`config.mk`:
```
export PLATFORM = sky130hd
export DESIGN_NAME = gpio_input_bank
export DESIGN_NICKNAME = d
export VERILOG_FILES = /design/src/rtl/gpio_input_bank.sv
export SDC_FILE = /design/constraint.sdc
export NUM_CORES = 1
export LEC_CHECK = 0
export CAP_MARGIN = 40
export CORE_MARGIN = 2
export CORE_UTILIZATION = 43
export DETAILED_ROUTE_END_ITERATION = 8
export GPL_ROUTABILITY_DRIVEN = 1
export PLACE_DENSITY_LB_ADDON = 0.1
export SKIP_LAST_GASP = 1
export SYNTH_ARGS = -nofsm -noshare
export SYNTH_HDL_FRONTEND = slang
export SYNTH_SLANG_ARGS = --single-unit
```
`constraint.sdc`:
```
create_clock -name clk -period 5 [get_ports clk]
set_input_delay 0.75 -clock clk [delete_from_list [all_inputs] [get_ports clk]]
set_output_delay 0.75 -clock clk [all_outputs]
set_load 0.01 [all_outputs]
```
`src/rtl/gpio_input_bank.sv`:
```
// Input-conditioning bank: per-channel synchroniser, debounce filter and
// edge detection with sticky event flags feeding one level interrupt.

module gpio_input_chan #(
    parameter int   SYNC_STAGES   = 2,
    parameter int   DEBOUNCE_BITS = 16,
    parameter logic RESET_BIT     = 1'b0
) (
    input  logic                     clk,
    input  logic                     n_rst,
    input  logic                     pin,
    input  logic [DEBOUNCE_BITS-1:0] limit,
    input  logic                     rise_en,
    input  logic                     fall_en,
    input  logic                     clr,
    output logic                     level,
    output logic                     flag
);
    logic [SYNC_STAGES-1:0]   sync;
    logic [DEBOUNCE_BITS-1:0] cnt;
    logic                     sync_q;
    logic                     differs;
    logic                     update;
    logic                     set;

    assign sync_q  = sync[SYNC_STAGES-1];
    assign differs = sync_q != level;
    // >= so a lowered limit takes effect on a count already in flight
    assign update  = differs && (cnt >= limit);
    assign set     = update && (sync_q ? rise_en : fall_en);

    always_ff @(posedge clk) begin
        if (!n_rst) begin
            sync  <= {SYNC_STAGES{RESET_BIT}};
            level <= RESET_BIT;
            cnt   <= '0;
            flag  <= 1'b0;
        end else begin
            sync <= {sync[SYNC_STAGES-2:0], pin};
            if (!differs || update)
                cnt <= '0;
            else
                cnt <= cnt + DEBOUNCE_BITS'(1);
            if (update)
                level <= sync_q;
            // a set in the same cycle as a clear wins
            flag <= set | (flag & ~clr);
        end
    end
endmodule

module gpio_input_bank #(
    parameter int                  CHANNELS      = 8,
    parameter int                  SYNC_STAGES   = 2,
    parameter int                  DEBOUNCE_BITS = 16,
    parameter logic [CHANNELS-1:0] RESET_LEVEL   = '0
) (
    input  logic                     clk,
    input  logic                     n_rst,
    input  logic [CHANNELS-1:0]      pin_in,
    input  logic [DEBOUNCE_BITS-1:0] debounce_limit,
    input  logic [CHANNELS-1:0]      rise_en,
    input  logic [CHANNELS-1:0]      fall_en,
    input  logic                     clr_valid,
    input  logic [CHANNELS-1:0]      clr_mask,
    output logic [CHANNELS-1:0]      level_out,
    output logic [CHANNELS-1:0]      event_flags,
    output logic                     irq
);
    logic [CHANNELS-1:0] clr;

    assign clr = clr_valid ? clr_mask : '0;
    assign irq = |event_flags;

    for (genvar i = 0; i < CHANNELS; i++) begin : g_chan
        gpio_input_chan #(
            .SYNC_STAGES  (SYNC_STAGES),
            .DEBOUNCE_BITS(DEBOUNCE_BITS),
            .RESET_BIT    (RESET_LEVEL[i])
        ) u_chan (
            .clk    (clk),
            .n_rst  (n_rst),
            .pin    (pin_in[i]),
            .limit  (debounce_limit),
            .rise_en(rise_en[i]),
            .fall_en(fall_en[i]),
            .clr    (clr[i]),
            .level  (level_out[i]),
            .flag   (event_flags[i])
        );
    end
endmodule
```
# [Word level (Yosys, flattened, before mapping)]
# Cells that the tools add are included.
[word_totals] out_inout_bits=17 reg_bits=160 inputBits=51
[classes] add_sub_neg=8 n_bitwise=25 muxes=9 order_cmp=8 reduce_logical=41 n_eq_ne=8
[ops] op="$add 16x1->16 const B" count=8
[ops] op="$ge 16x16->1" count=8
[ops] op="$logic_and 1x1->1" count=16
[ops] op="$reduce_or 2->1" count=8
[ops] op="$not 1->1" count=9
[ops] op="$and 1x1->1" count=8
[ops] op="$logic_not 1->1" count=8
[ops] op="$logic_or 1x1->1" count=8
[ops] op="$mux 1" count=8
[ops] op="$mux 8" count=1
[ops] op="$ne 1x1->1" count=8
[ops] op="$or 1x1->1" count=8
[ops] op="$reduce_or 8->1" count=1

# [Logic depth before layout (Yosys ltp)]
# Gate-level depths: netlist of run 1.
[depth] depth_word=4 mapped_depth=9

# [Hierarchy]
# From an unflattened synthesis of run 1, not the netlist that was laid out.
[hier_totals] hier_cells=1131 area_unflattened_um2=9765.6
[by_module_without_submodules] mod="gpio_input_chan" area_per_inst_um2=1212.4 instances=8 cells_per_inst=140
[by_module_without_submodules] mod="gpio_input_bank" area_per_inst_um2=66.3 instances=1 cells_per_inst=11

# [Worst setup path after synthesis of run 1]
# No wires, ideal clock.
[synth_timing] path_kind="input port to flip-flop" from="in debounce_limit[7]" to="reg g_chan[3].u_chan.cnt[10]" t_required_ns=4.938 path_buffers=2 path_slack_ns=2.288 setup_ns=0.062 cell_stages=9 arrival_time_ns=2.650 cell_sequence="inv_1 > ha_1 > a21oi_2 > a211oi_1 > or3_1 > or4b_4 > buf_6 > buf_12 > nor2_2"
[synth_between] elab_chain_len=4
[synth_lines] item="start: declaration" line="61" text="input logic [DEBOUNCE_BITS-1:0] debounce_limit,"
[synth_lines] item="$ge 16x16->1" line="29" text="assign update = differs && (cnt >= limit);"
[synth_lines] item="$logic_and 1x1->1" line="29"
[synth_lines] item="$logic_or 1x1->1" line="40" text="if (!differs || update)"
[synth_lines] item="$reduce_or 2->1 (no source line)"
[synth_lines] item="end signal: assignment" line="43" text="cnt <= cnt + DEBOUNCE_BITS'(1);"
[synth_lines] item="end: declaration" line="20" text="logic [DEBOUNCE_BITS-1:0] cnt;"
# Every way passes these cells.
# A chain may end at the register's enable or synchronous reset.

# [Final worst setup path of run 1]
[layout_timing] from="in debounce_limit[1]" to="reg g_chan[7].u_chan.cnt[2]"
[layout_between] elab_chain_len=4
[layout_lines] item="$ge 16x16->1" line="29"
[layout_lines] item="$logic_and 1x1->1" line="29"
[layout_lines] item="$logic_or 1x1->1" line="40"
[layout_lines] item="$reduce_or 2->1 (no source line)"
[layout_lines] item="end signal: assignment" line="43"
[layout_lines] item="end: declaration" line="20"
# Every way passes these cells.

==> results of run 1 <==
state kept, by name (all words and copies together), names as in the netlist:
register             count
g_chan.u_chan.cnt      128
g_chan.u_chan.flag       8
g_chan.u_chan.level      8
g_chan.u_chan.sync      16
per-layer routing:
metal	GRT usage [%]	vias up	part of all wire, %	routed length, µm
li1	-	3885	-	-
met1	26.07	3442	48	10920
met2	32.90	103	46	10470
met3	3.280	33	3.0	687
met4	6.898	0	2.0	457
met5	0	-	0	0
path summary, 6_finish.rpt:
kind,startpoint,end,slack (ps),depth (start not counted)
max,debounce_limit[1],g_chan[7].u_chan.cnt[2]$_SDFF_PP0_,1800,8
min,g_chan[0].u_chan.sync[0]$_SDFF_PN0_,g_chan[0].u_chan.sync[1]$_SDFF_PN0_,440,1
max reg2reg,g_chan[4].u_chan.cnt[0]$_SDFF_PP0_,g_chan[4].u_chan.cnt[5]$_SDFF_PP0_,2530,7
min reg2reg,g_chan[0].u_chan.sync[0]$_SDFF_PN0_,g_chan[0].u_chan.sync[1]$_SDFF_PN0_,440,1
cells in the final DEF (no fill, tap or decap), types with 3 or more instances in the layout:
cell / Yosys / routed
sky130_fd_sc_hd__ha_1: 136 / 136
sky130_fd_sc_hd__mux2i_1: 8 / 8
sky130_fd_sc_hd__a21oi_1: 39 / 39
sky130_fd_sc_hd__nor3_1: 25 / 25
sky130_fd_sc_hd__nand2_1: 79 / 79
sky130_fd_sc_hd__nor2_4: 3 / 3
sky130_fd_sc_hd__clkinvlp_4: 0 / 4
sky130_fd_sc_hd__and3_1: 18 / 18
sky130_fd_sc_hd__nand4_1: 39 / 39
sky130_fd_sc_hd__nor3b_1: 6 / 6
sky130_fd_sc_hd__nor4_1: 11 / 11
sky130_fd_sc_hd__nor2b_1: 17 / 17
sky130_fd_sc_hd__xor2_1: 53 / 53
sky130_fd_sc_hd__or3_1: 3 / 3
sky130_fd_sc_hd__nor2_1: 162 / 162
sky130_fd_sc_hd__clkdlybuf4s50_1: 0 / 66
sky130_fd_sc_hd__a22o_1: 8 / 8
sky130_fd_sc_hd__nand3_1: 72 / 72
sky130_fd_sc_hd__a211oi_1: 10 / 10
sky130_fd_sc_hd__and2_1: 17 / 17
sky130_fd_sc_hd__inv_1: 45 / 45
sky130_fd_sc_hd__dfxtp_1: 160 / 160
sky130_fd_sc_hd__nor2_2: 7 / 7
sky130_fd_sc_hd__o21a_1: 5 / 5
sky130_fd_sc_hd__clkinv_4: 0 / 4
sky130_fd_sc_hd__o21ai_0: 39 / 39
sky130_fd_sc_hd__xnor2_1: 59 / 59
sky130_fd_sc_hd__clkbuf_16: 0 / 17
cell type report:
type | instances | area, µm²
Clock buffer | 18 | 439.2
Clock inverter | 13 | 156.4
Fill cell | 2112 | 10840
Inverter | 45 | 168.9
Multi-Input combinational cell | 849 | 5792
Sequential cell | 160 | 3203
Tap cell | 280 | 350.3
Timing Repair Buffer | 68 | 673.1
kinds of logic after synthesis:
kind of cell	after synthesis	share of synthesized area (%)
DFF	160	34.07
and+or+nand+nor	472	24.28
xor gates and xnor gates	112	10.43
AOI/OAI and AO/OA	121	7.931
adders and majority gates	136	18.10
buffers and inverters	81	4.338
muxes	8	0.8517
Yosys cell counts, types with 2 or more instances:
| cell type | count | area share [%] |
|---|---|---|
| sky130_fd_sc_hd__nor3b_1 | 6 | 0.48 |
| sky130_fd_sc_hd__xnor2_1 | 59 | 5.5 |
| sky130_fd_sc_hd__a22oi_1 | 2 | 0.16 |
| sky130_fd_sc_hd__buf_6 | 2 | 0.24 |
| sky130_fd_sc_hd__nor2_1 | 162 | 6.5 |
| sky130_fd_sc_hd__nor4_1 | 11 | 0.73 |
| sky130_fd_sc_hd__nand4_1 | 39 | 2.6 |
| sky130_fd_sc_hd__nor3_1 | 25 | 1.3 |
| sky130_fd_sc_hd__a211oi_1 | 10 | 0.80 |
| sky130_fd_sc_hd__ha_1 | 136 | 18 |
| sky130_fd_sc_hd__or3_1 | 3 | 0.20 |
| sky130_fd_sc_hd__nand3_1 | 72 | 3.8 |
| sky130_fd_sc_hd__buf_4 | 16 | 1.3 |
| sky130_fd_sc_hd__mux2i_1 | 8 | 0.85 |
| sky130_fd_sc_hd__clkbuf_1 | 14 | 0.56 |
| sky130_fd_sc_hd__xor2_1 | 53 | 4.9 |
| sky130_fd_sc_hd__dfxtp_1 | 160 | 34 |
| sky130_fd_sc_hd__a21oi_1 | 39 | 2.1 |
| sky130_fd_sc_hd__nor2_2 | 7 | 0.47 |
| sky130_fd_sc_hd__nor2b_1 | 17 | 1.1 |
| sky130_fd_sc_hd__nor2_4 | 3 | 0.36 |
| sky130_fd_sc_hd__nand2b_1 | 2 | 0.13 |
| sky130_fd_sc_hd__and2_1 | 17 | 1.1 |
| sky130_fd_sc_hd__a22o_1 | 8 | 0.75 |
| sky130_fd_sc_hd__and2b_2 | 2 | 0.19 |
| sky130_fd_sc_hd__o311ai_0 | 2 | 0.19 |
| sky130_fd_sc_hd__buf_2 | 2 | 0.11 |
| sky130_fd_sc_hd__inv_1 | 45 | 1.8 |
| sky130_fd_sc_hd__nand2_1 | 79 | 3.2 |
| sky130_fd_sc_hd__o31a_1 | 2 | 0.19 |
| sky130_fd_sc_hd__and3_1 | 18 | 1.2 |
| sky130_fd_sc_hd__o21a_1 | 5 | 0.40 |
| sky130_fd_sc_hd__o21bai_1 | 2 | 0.16 |
| sky130_fd_sc_hd__and4_1 | 2 | 0.19 |
| sky130_fd_sc_hd__o22a_1 | 2 | 0.19 |
| sky130_fd_sc_hd__o21ai_0 | 39 | 2.1 |
power groups by stage:
stage	Clock, mW	Combinational, mW	Sequential [mW]
after detailed placement	0	0.171	1.32
final	1.34	0.170	1.29
after floorplan	0	0.0910	1.31
after global routing	1.42	0.192	1.29
after global placement	0	0.169	1.32
after CTS	1.37	0.173	1.29
per-stage QoR:
step	worst slack [ps]	power, mW	util, %
3_3_place_gp	1358	1.485	47.12
4_1_cts	1686	2.828	49.87
6_report	1802	2.795	49.87
5_1_grt	1502	2.900	49.87
3_5_place_dp	1248	1.487	47.12
2_1_floorplan	2288	1.406	-
==> impl_metrics.json, run 1 <==
{
  "status": "complete, no violations",
  "cp.arrival_ps": 3550,
  "crit_type": "in -> reg",
  "leakage_nw": 4.133,
  "post_layout_nonfiller_instances": 1433,
  "netlist_area_um2": 9403,
  "drt_first_iter_violations": 321,
  "synthFlopType": "sky130_fd_sc_hd__dfxtp_1",
  "antenna_violating_nets_post_route": 0,
  "floorplan.initialDensity_pct": 43.49,
  "cts_sinks": 160,
  "cts_root_buffer": "sky130_fd_sc_hd__clkbuf_16",
  "clk_pin_slew_ps": 70,
  "area_growth_syn_to_layout_pct": 14.68,
  "fin_skew_ps": 13.07,
  "max_slew_violation_count": 0,
  "gp_congestion": 0.7854,
  "antenna_cells": 0,
  "clock.fmax_mhz": 312.7,
  "fp.dieArea_um2": 23070,
  "seq_area_frac_synth_pct": 34.07,
  "power.share.clock_pct": 47.9,
  "grt_start_max_net_pins": 32,
  "number_of_buffers_added_to_fix_hold_violations_after_cts": 0,
  "power.share.sequential_pct": 46.0,
  "switching_power_uw": 684.3,
  "globalRouteTotalUtil_pct": 19.79,
  "placed_area_um2": 10190,
  "hpwl_um": 16300,
  "maxCapViolCount": 0,
  "io_pins": 68,
  "max_stage_delay_ps": 690,
  "synth_enable_flop_cells": 0,
  "critPathBufInv": 2,
  "power.share.combinational_pct": 6.1,
  "unrepaired_setup_endpoints_after_global_routing": "false",
  "design_area_um2": 10780,
  "min_path_type": "reg -> reg",
  "grt_first_pass_wirelength_um": 36460,
  "inserted_clock_buffers": 17,
  "die_w_um": 151.9,
  "crit_fanout": 16,
  "vias": 7463,
  "crit_slowest_cell": "sky130_fd_sc_hd__nand4_1",
  "report.final.setup_viol": 0,
  "fraction_of_layout_instances_using_a_drive_strength_above_1_pct": 4.510,
  "synth_cells": 1090,
  "final_net_count": 1328,
  "ys_ff_latch": 160,
  "ctsResizeCount": 0,
  "worst_hold_slack_ps": 435.1,
  "timing.critical_path.required_ps": 5350,
  "timing.slew.headroom_pct": 49.64,
  "yosysWarnings": 0,
  "cts_max_path_buffers": 2,
  "cp-start-kind": "primary input",
  "final_cycle_share_pct": 63.97,
  "p_int_mw": 2.111,
  "portBuffers": 67,
  "power.density_nw_per_um2": 259.2,
  "wl_per_cell_um": 15.72,
  "post-route-drc-count": 0,
  "timing.critical_path.to_type": "flip-flop",
  "vias_per_cell": 5.208,
  "worst_max_slew_pin_slew_ps": 753.2,
  "antenna_found_initial": 0,
  "grt_overflow": 0,
  "synth_fp_nets": 1277,
  "synth_async_sr_flop_share_pct": 0,
  "tritoncts": "done",
  "cts_htree_levels": 4,
  "hold_viol_final": 0,
  "first_global_vias": 7011,
  "total_routed_wirelength_um": 22530,
  "die_h_um": 151.9,
  "critical_path.top_delay_family": "simple AND/OR/NAND/NOR gates",
  "detailedRoute.firstPassIterationCount": 4,
  "timing.final.crit_period_ps": 3198,
  "ir_worst_vdd_mv": 0.1469,
  "crit_path_cell_trace": "clkdlybuf4s50_1 -> inv_1 -> ha_1 -> nor2b_1 -> o211a_1 -> o311ai_0 -> nand4_1 -> nor2_1",
  "worstSkewPairLatency_ps": 440,
  "post-place-cells": 1402,
  "cts.repair_timing.setup_buffer_count": 0,
  "final.setup.tns_ps": 0,
  "switching_share_pct": 24.48,
  "synthesis.area_per_instance_um2": 8.626,
  "std_cell_rows": 54,
  "core_area_um2": 21620,
  "ys_types": 55
}
Power figures use the tool's default switching activity.
==> run 2, diff against run 1 <==
==> constraint.sdc (replaced) <==
create_clock -name clk -period 2.7 [get_ports clk]
set_input_delay 0.405 -clock clk [delete_from_list [all_inputs] [get_ports clk]]
set_output_delay 0.405 -clock clk [all_outputs]
set_load 0.01 [all_outputs]
==> impl_metrics.json, run 2 (synthesized netlist as in run 1, its figures left out) <==
{
  "number_of_buffers_added_to_fix_hold_violations_after_cts": 0,
  "cp_num_cells": 8,
  "antenna_cells": 0,
  "total_power_mw": 5.322,
  "registers.top_by_ff_count": "g_chan.u_chan.cnt",
  "ir_worst_vdd_mv": 0.3564,
  "clock.fmax_mhz": 398.2,
  "detailedRoute.firstPassIterationCount": 4,
  "min_path_type": "in -> reg",
  "std_cell_rows": 54,
  "tritoncts": "done",
  "final_core_utilization_pct": 52.30,
  "die_w_um": 151.9,
  "final_cell_mix": "sky130_fd_sc_hd__nor2_1, sky130_fd_sc_hd__dfxtp_1, sky130_fd_sc_hd__ha_1",
  "post-route-drc-count": 0,
  "maxCapViolCount": 0,
  "max_stage_delay_ps": 700,
  "drt_first_iter_violations": 334,
  "antenna_violating_nets_post_route": 0,
  "fraction_of_layout_instances_using_a_drive_strength_above_1_pct": 9.151,
  "design_area_um2": 11310,
  "largest_register_ffs": 128,
  "cts_root_buffer": "sky130_fd_sc_hd__clkbuf_16",
  "floorplan.initialDensity_pct": 43.49,
  "worst_hold_slack_ps": 382.7,
  "timing.slew.headroom_pct": 58.42,
  "io_pins": 68,
  "crit_path_cell_trace": "clkdlybuf4s50_1 -> inv_1 -> ha_1 -> nand4_1 -> a211oi_1 -> or3_1 -> or4b_4 -> nor2_2",
  "fin_skew_ps": 11.47,
  "critical_path.top_delay_family": "simple AND/OR/NAND/NOR gates",
  "total_of_fill_cells_in_the_finished_design": 2061,
  "worst_hold_path.num_cells": 3,
  "pre_cts_ws_ps": -258.6,
  "cp-start-kind": "primary input",
  "reg2regPathDepth": 8,
  "leakage_nw": 4.470,
  "worstSkewPairLatency_ps": 430,
  "vias": 7685,
  "crit_fanout": 15,
  "ff_latch_area_um2": 3203,
  "hp-start": "n_rst",
  "worstReg2RegEnd": "g_chan[4].u_chan.cnt[7]$_SDFF_PP0_",
  "rrSetupSlack_ps": 400,
  "worstHoldEndpoint": "g_chan[3].u_chan.flag$_SDFF_PN0_",
  "cts_sinks": 160,
  "area_growth_syn_to_layout_pct": 20.27,
  "report.final.setup_viol": 0,
  "worst_max_slew_pin_slew_ps": 618.0,
  "crit_type": "in -> reg",
  "clk_pin_slew_ps": 60,
  "gp_congestion": 0.8160,
  "globalRouteTotalUtil_pct": 20.50,
  "top_regs": "g_chan.u_chan.cnt: 128 flops, g_chan.u_chan.sync: 16 flops",
  "hpwl_um": 18090,
  "power.density_nw_per_um2": 470.6,
  "final_net_count": 1388,
  "portBuffers": 67,
  "final_cycle_share_pct": 93.02,
  "cts_htree_levels": 4,
  "fp.dieArea_um2": 23070,
  "timing.critical_path.to_type": "flip-flop",
  "timing.final.crit_period_ps": 2512,
  "vias_per_cell": 5.147,
  "rr_startpoint": "g_chan[4].u_chan.cnt[0]$_SDFF_PP0_",
  "antenna_found_initial": 0,
  "first_global_vias": 7344,
  "cts.repair_timing.setup_buffer_count": 0,
  "timing.critical_path.required_ps": 3060,
  "post_layout_nonfiller_instances": 1493,
  "grt_first_pass_wirelength_um": 37950,
  "core_area_um2": 21620,
  "cts_max_path_buffers": 2,
  "critPathBufInv": 2,
  "status": "complete, no violations",
  "final.setup.tns_ps": 0,
  "die_h_um": 151.9,
  "post-place-cells": 1462,
  "hold_viol_final": 0,
  "grt_start_max_net_pins": 25,
  "inserted_clock_buffers": 17,
  "postLayoutSetupSlackWorst_ps": 188.4,
  "most_common_cell_after_layout_fill_and_taps_aside": "sky130_fd_sc_hd__nor2_1",
  "grt_overflow": 0,
  "cp.arrival_ps": 2880,
  "multi_input_area_um2": 5792,
  "unrepaired_setup_endpoints_after_global_routing": "false",
  "placed_area_um2": 10690,
  "wl_per_cell_um": 15.61,
  "total_routed_wirelength_um": 23300,
  "max_slew_violation_count": 0,
  "crit_slowest_cell": "sky130_fd_sc_hd__or4b_4"
}
[run 2: what timing repair did]
item	4_1_cts	5_1_grt
hold endpoints to repair	0	0
setup endpoints to repair	0	1
resized for setup	0	1
[run 2: tightest hold or removal path: stages]
cell and delay [ps]:
sky130_fd_sc_hd__buf_2 210, sky130_fd_sc_hd__nand2_1 90, sky130_fd_sc_hd__o21ai_0 60
[run 2: how the worst max path moves through the flow]
stage	from	end	slack [ps]
global route	debounce_limit[11]	g_chan[6].u_chan.flag$_SDFF_PN0_	110
CTS	debounce_limit[1]	g_chan[5].u_chan.cnt[14]$_SDFF_PP0_	190
floorplan	debounce_limit[7]	g_chan[3].u_chan.cnt[10]$_SDFF_PP0_	330
finish	debounce_limit[8]	g_chan[3].u_chan.cnt[12]$_SDFF_PP0_	190
global placement	debounce_limit[1]	g_chan[5].u_chan.cnt[12]$_SDFF_PP0_	-210
detailed placement	debounce_limit[1]	g_chan[5].u_chan.cnt[14]$_SDFF_PP0_	-260
[run 2: area by class of cell]
class | instances | share of cell area (%)
clock inverters | 10 | 1.328
repair buffers | 128 | 10.38
clock buffers | 21 | 4.160
inverters | 45 | 1.494
flip-flops and latches | 160 | 28.32
well taps | 280 | 3.098
multi-input cells | 849 | 51.22
[run 2: report_power, final]
part / total, mW / leakage (nW) / internal [mW] / switching, mW
Sequential: 2.38 / 1.29 / 2.37 / 0.00911
Combinational: 0.371 / 2.87 / 0.181 / 0.191
Clock: 2.57 / 0.306 / 1.54 / 1.03
Total: 5.32 / 4.47 / 4.10 / 1.22
[run 2: metal layers]
metal,wire (µm),GRT usage (%),vias up
met5,0,0,-
met4,419,5.385,0
met3,667,3.993,22
met2,11120,35.22,89
met1,11090,26.39,3573
li1,-,-,4001
==> run 3, diff against run 2 <==
--- a/config.mk
+++ b/config.mk
@@ -5,6 +5,7 @@
 export SDC_FILE = /design/constraint.sdc
 export NUM_CORES = 1
 export LEC_CHECK = 0
+export ABC_CLOCK_PERIOD_IN_PS = 2700
 export CAP_MARGIN = 40
 export CORE_MARGIN = 2
 export CORE_UTILIZATION = 43
==> results of run 3 <==
The final DEF is identical to that of run 2; final timing and power are the same.
